## src/rtl/controle_jogo_sequencia_if.sv

```systemverilog
// controle_jogo_sequencia_if: game-controller bus (master drives iniciar/jogada_feita/igual, slave returns status, memory address, registra strobe and debug)
interface controle_jogo_sequencia_if;
  logic       iniciar;
  logic       jogada_feita;
  logic       igual;
  logic [3:0] endereco;
  logic       registra;
  logic       acertou;
  logic       errou;
  logic       pronto;
  logic [3:0] db_estado;
  logic [3:0] db_rodada;
  logic       db_timeout;
  modport master (
    output iniciar, jogada_feita, igual,
    input  endereco, registra, acertou, errou, pronto, db_estado, db_rodada, db_timeout
  );
  modport slave (
    input  iniciar, jogada_feita, igual,
    output endereco, registra, acertou, errou, pronto, db_estado, db_rodada, db_timeout
  );
endinterface

```

## src/rtl/controle_jogo_sequencia.sv

```systemverilog
// controle_jogo_sequencia: sequence-game Moore FSM; ports clock, reset (async active-low), bus (slave: iniciar/jogada_feita/igual in; endereco/registra/acertou/errou/pronto/db_* out); CONTROLE_JOGO_TIMEOUT_EN enables the per-jogada timeout
module controle_jogo_sequencia #(
  parameter int N_JOGADAS      = 16,
  parameter int TIMEOUT_CICLOS = 5000
) (
  input logic                      clock,
  input logic                      reset,
  controle_jogo_sequencia_if.slave bus
);
  localparam logic [3:0] INICIAL     = 4'h0;
  localparam logic [3:0] PREPARACAO  = 4'h1;
  localparam logic [3:0] ESPERA      = 4'h2;
  localparam logic [3:0] REGISTRA    = 4'h3;
  localparam logic [3:0] COMPARACAO  = 4'h4;
  localparam logic [3:0] PROX_JOGADA = 4'h5;
  localparam logic [3:0] PROX_RODADA = 4'h6;
  localparam logic [3:0] FIM_ACERTO  = 4'hA;
  localparam logic [3:0] FIM_TIMEOUT = 4'hD;
  localparam logic [3:0] FIM_ERRO    = 4'hE;
  localparam logic [3:0] ULTIMA      = 4'(N_JOGADAS - 1);
  if (N_JOGADAS < 2 || N_JOGADAS > 16 || TIMEOUT_CICLOS < 2 || TIMEOUT_CICLOS > 65535) begin : g_param_invalido
    $error("controle_jogo_sequencia: parameter out of range");
  end
  logic [3:0] estado, prox;
  logic [3:0] endereco, rodada;
  logic       fim_cont;
  logic       zera;
  assign zera = estado == PREPARACAO || estado == PROX_JOGADA || estado == PROX_RODADA;
`ifdef CONTROLE_JOGO_TIMEOUT_EN
  logic [15:0] cont;
  assign fim_cont = cont == 16'(TIMEOUT_CICLOS - 1);
  always_ff @(posedge clock or negedge reset)
    if (!reset) cont <= '0;
    else cont <= zera ? '0 : estado == ESPERA ? cont + 16'd1 : cont;
`else
  assign fim_cont = 1'b0;
`endif
  // jogada_feita takes priority over the timeout terminal count
  always_comb begin
    prox = estado;
    case (estado)
      INICIAL:                         prox = bus.iniciar ? PREPARACAO : INICIAL;
      PREPARACAO:                      prox = ESPERA;
      ESPERA:                          prox = bus.jogada_feita ? REGISTRA : fim_cont ? FIM_TIMEOUT : ESPERA;
      REGISTRA:                        prox = COMPARACAO;
      COMPARACAO:                      prox = !bus.igual ? FIM_ERRO : endereco != rodada ? PROX_JOGADA :
                                              rodada != ULTIMA ? PROX_RODADA : FIM_ACERTO;
      PROX_JOGADA, PROX_RODADA:        prox = ESPERA;
      FIM_ACERTO, FIM_ERRO, FIM_TIMEOUT: prox = bus.iniciar ? PREPARACAO : estado;
      default:                         prox = INICIAL;
    endcase
  end
  always_ff @(posedge clock or negedge reset)
    if (!reset) begin
      estado   <= INICIAL;
      endereco <= '0;
      rodada   <= '0;
    end else begin
      estado   <= prox;
      endereco <= (estado == PREPARACAO || estado == PROX_RODADA) ? 4'd0 :
                  (estado == PROX_JOGADA && endereco != ULTIMA) ? endereco + 4'd1 : endereco;
      rodada   <= estado == PREPARACAO ? 4'd0 :
                  (estado == PROX_RODADA && rodada != ULTIMA) ? rodada + 4'd1 : rodada;
    end
  assign bus.endereco   = endereco;
  assign bus.registra   = estado == REGISTRA;
  assign bus.acertou    = estado == FIM_ACERTO;
  assign bus.errou      = estado == FIM_ERRO || estado == FIM_TIMEOUT;
  assign bus.pronto     = estado == FIM_ACERTO || estado == FIM_ERRO || estado == FIM_TIMEOUT;
  assign bus.db_estado  = estado;
  assign bus.db_rodada  = rodada;
  assign bus.db_timeout = estado == FIM_TIMEOUT;
endmodule

```

## src/flat_wrapper.sv

```systemverilog
// flat-port wrapper written by rule: the top's interface ports become plain ports
module controle_jogo_sequencia_flat 
#(
  parameter int N_JOGADAS      = 16,
  parameter int TIMEOUT_CICLOS = 5000
)
  (clock, reset, bus_iniciar, bus_jogada_feita, bus_igual, bus_endereco, bus_registra, bus_acertou, bus_errou, bus_pronto, bus_db_estado, bus_db_rodada, bus_db_timeout);
  controle_jogo_sequencia_if bus_i ();
  input logic clock;
  input logic reset;
  input wire logic [$bits(bus_i.iniciar)-1:0] bus_iniciar;
  input wire logic [$bits(bus_i.jogada_feita)-1:0] bus_jogada_feita;
  input wire logic [$bits(bus_i.igual)-1:0] bus_igual;
  output wire logic [$bits(bus_i.endereco)-1:0] bus_endereco;
  output wire logic [$bits(bus_i.registra)-1:0] bus_registra;
  output wire logic [$bits(bus_i.acertou)-1:0] bus_acertou;
  output wire logic [$bits(bus_i.errou)-1:0] bus_errou;
  output wire logic [$bits(bus_i.pronto)-1:0] bus_pronto;
  output wire logic [$bits(bus_i.db_estado)-1:0] bus_db_estado;
  output wire logic [$bits(bus_i.db_rodada)-1:0] bus_db_rodada;
  output wire logic [$bits(bus_i.db_timeout)-1:0] bus_db_timeout;
  assign bus_i.iniciar = bus_iniciar;
  assign bus_i.jogada_feita = bus_jogada_feita;
  assign bus_i.igual = bus_igual;
  assign bus_endereco = bus_i.endereco;
  assign bus_registra = bus_i.registra;
  assign bus_acertou = bus_i.acertou;
  assign bus_errou = bus_i.errou;
  assign bus_pronto = bus_i.pronto;
  assign bus_db_estado = bus_i.db_estado;
  assign bus_db_rodada = bus_i.db_rodada;
  assign bus_db_timeout = bus_i.db_timeout;
  controle_jogo_sequencia #(.N_JOGADAS(N_JOGADAS), .TIMEOUT_CICLOS(TIMEOUT_CICLOS)) u_core (.clock(clock), .reset(reset), .bus(bus_i));
endmodule
```

## config.mk

```make
export PLATFORM = sky130hd
export DESIGN_NAME = controle_jogo_sequencia_flat
export DESIGN_NICKNAME = d
export VERILOG_FILES = /design/src/rtl/controle_jogo_sequencia_if.sv /design/src/rtl/controle_jogo_sequencia.sv /design/src/flat_wrapper.sv
export SDC_FILE = /design/constraint.sdc
export NUM_CORES = 1
export LEC_CHECK = 0
export ABC_AREA = 1
export BUFFER_PORTS_ARGS = -buffer_cell sky130_fd_sc_hd__buf_4
export CORE_MARGIN = 5
export CORE_UTILIZATION = 54
export DETAILED_ROUTE_END_ITERATION = 12
export PLACE_DENSITY_LB_ADDON = 0.15
export SYNTH_ARGS = -nofsm -noshare
export SYNTH_HDL_FRONTEND = slang
export SYNTH_SLANG_ARGS = --single-unit
```

## constraint.sdc

```tcl
create_clock -name clock -period 3.9 [get_ports clock]
set_clock_uncertainty 0.15 [all_clocks]
set_input_delay 0.39 -clock clock [delete_from_list [all_inputs] [get_ports clock]]
set_output_delay 0.39 -clock clock [all_outputs]
set_load 0.02 [all_outputs]
```

==> impl_results.md <==
* Core Rows at 14
* Relative slew slack at 80.9%
* Fmax achieved at 520 MHz
* Gr ovfl total at 0
* Max-capacitance violation count at 0
* Layout area overhead at 25.9%
* Slew at the pin with the worst max-slew slack at approximately 0.29 ns
* Antenna Cells at 0
* Met3 global-route usage at approximately 4.3%
* Pin count of the biggest net entering global routing at 13
* Ports at 22
* Status: finished clean
* Hold Violations, Final at 0
* CTS tree: done
* Via count at 835
* Die Y-Extent at 48.8 µm
* Post-synthesis cell type count at 22
* Initial Utilization at 55.1%
* Core Box Area at 1470 µm²
* Crit path max fanout at 6
* Final slew viol count at 0
* Total track usage at 18.0%
* Clk sinks at 12
* # setup viols final at 0
* Syn Inst Count at 115
* First-pass GRT wire length at 3370 µm
* Ys Warns at 0
* Maximum vdd drop at 0.000495 V
* Post-Syn Area per Cell at 7.05 µm²
* Post-Syn Nets at 122
* Dpl hpwl at 1580 µm
* Final period util at 49.3%
* Post-DRT Antenna Nets at 0
* Clk Latency, worst-skew pair at 0.28 ns
* Synth Register Bits at 12
* Global-route track usage on met1 at 25.3%
* Worst Hold Class: in -> reg
* Drt first-iter violations at 32
* Num CTS Buffers at 3
* GPL Wtd Cong at 0.807
* Layout cells sized above 1 at 30.0%
* Setup TNS at 0 ns
* Final nets at between 100 and 150
* Cell Area, Synth at 811 µm²
* Final design utilization at 69.4%
* Max clock buf depth at 2
* Drt pass-1 iters at 4
* Critical Path RT at 3.36 ns
* Initial antenna violation count at 0
* Fillers at approximately 130
* Buffers on Ports at 21
* PwrDens at 692 nW/µm²
* Vias in the first global route at 725
* Total power at 0.000707 W
* Avg Vias per Cell at 5.35
* Drt drc at 0
* Multi-input logic area at about 440 µm²
* Reg clk slew, reported paths at 0.09 ns
* Busiest grt layer: met2
* Die area at 2380 µm²
* DRT Wirelength at 2010 µm
* Critical path endpoint category: output port
* Crit path time final at 1.92 ns
* Reg area at approximately 300 µm²
* Met2 Resource Use GR at 25.7%
* Crit start category: flop
* Chip Width at approximately 49 µm
* Root Driver: clkbuf_4
* Worst EP arrival at 1.38 ns
* Kind of critical path: reg -> out
* RSZ-0062 raised after global routing: false
* Static leakage at 0.531 nW
* CTS HTree Levels at 1
* Average routed wire per standard cell at 12.9 µm
* # resized after CTS at 0
* Sequential share of the synthesized area at a little under two fifths
==> cells in the mapped netlist (all sizes together) <==
cell / count / area, µm²
a21oi: 3 / 15.0
a211oi: 1 / 7.51
o211ai: 1 / 7.51
nand2: 37 / 154
nand3: 12 / 60.1
inv: 18 / 67.6
nor3: 4 / 25.0
nand4: 1 / 6.26
nor3b: 2 / 25.0
dfrtp: 12 / 300
xor2: 1 / 8.76
a31oi: 1 / 6.26
ha: 2 / 25.0
nor2: 12 / 55.1
o21ai: 8 / 47.6
==> what timing repair did <==
action | CTS | global route
hold buffers | 1 | 0
endpoints found under the hold margin | 12 | 0
setup buffers | 0 | 0
==> final cells by class <==
cell class / count / share of cell area, %
Clock buffer: 3 / 2.21
Inverter: 18 / 6.62
Timing Repair Buffer: 22 / 16.4
Sequential cell: 12 / 29.4
Multi-Input combinational cell: 85 / 43.4
Tap cell: 16 / 1.96
==> placed cells by master, fill, tap and decap left out, types with 2 or more instances in the layout <==
| cell type | Yosys | routed |
|---|---|---|
| nand2_1 | 33 | 33 |
| buf_4 | 0 | 21 |
| nand3_1 | 12 | 12 |
| dfrtp_1 | 12 | 12 |
| inv_1 | 11 | 11 |
| nor2_1 | 10 | 10 |
| inv_2 | 7 | 7 |
| o21ai_1 | 6 | 6 |
| a21oi_1 | 3 | 3 |
| nor3_1 | 3 | 3 |
| nand2_2 | 3 | 3 |
| clkbuf_4 | 0 | 3 |
| o21ai_2 | 2 | 2 |
| nor3b_2 | 2 | 2 |
| ha_1 | 2 | 2 |
==> per-stage QoR <==
step | hold slack (ns) | cells | instance area (µm²) | setup slack, ns
floorplan | -0.0556 | 115 | 811 | 2.15
global placement | 0.0909 | 152 | 988 | 2.36
detailed placement | 0.0910 | 152 | 988 | 2.28
CTS | 0.241 | 156 | 1020 | 1.99
global route | 0.249 | 156 | 1020 | 1.89
finish | 0.227 | 156 | 1020 | 1.98
==> power by group <==
| group | internal, W | leakage, nW | total, W | switching [W] |
|---|---|---|---|---|
| sequential | 0.000166 | 0.160 | 0.000223 | 0.0000578 |
| clock | 0.0000358 | 0.0138 | 0.0000801 | 0.0000443 |
| combinational | 0.000148 | 0.358 | 0.000403 | 0.000256 |
| total | 0.000349 | 0.531 | 0.000707 | 0.000358 |
==> flip-flops by register name (all words and copies together) (netlist names) <==
signal and cells:
u_core.bus.db_rodada 4, u_core.bus.db_estado 4, u_core.bus.endereco 4
==> cell families after synthesis <==
logic type                 synth area share, %
AOI/OAI and AO/OA                         10.3
xor gates and xnor gates                  1.08
adders and majority gates                 3.09
DFF                                       37.0
buffers and inverters                     8.33
and+or+nand+nor                           40.1
==> critical path: stages (launching register included) <==
cell and delay (ns):
dfrtp_1 0.49, nor2_2 0.22, nand2_1 0.12, o21ai_2 0.11, buf_4 0.18
==> final timing paths <==
check | from | to | slack (ns) | cells past startpoint
worst max-delay path | u_core.bus.db_estado[0] | bus_pronto | 1.98 | 4
worst min-delay path | bus_igual | u_core.bus.db_estado[3] | 0.23 | 4
worst max register to register | u_core.bus.db_rodada[1] | u_core.bus.db_rodada[1] | 2.40 | 8
worst min register to register | u_core.bus.db_rodada[3] | u_core.bus.db_rodada[3] | 0.46 | 2
max in group asynchronous | reset | u_core.bus.db_rodada[0] | 3.09 | 2
min in group asynchronous | reset | u_core.bus.db_estado[2] | 0.34 | 2
==> metal layers <==
layer,up-vias,wire length (µm),share of wire [%]
met5,-,0,0
met4,0,31,1.5
met3,4,89,4.4
met2,17,954,48
met1,392,933,46
li1,422,-,-
Power figures use the tool's default switching activity.
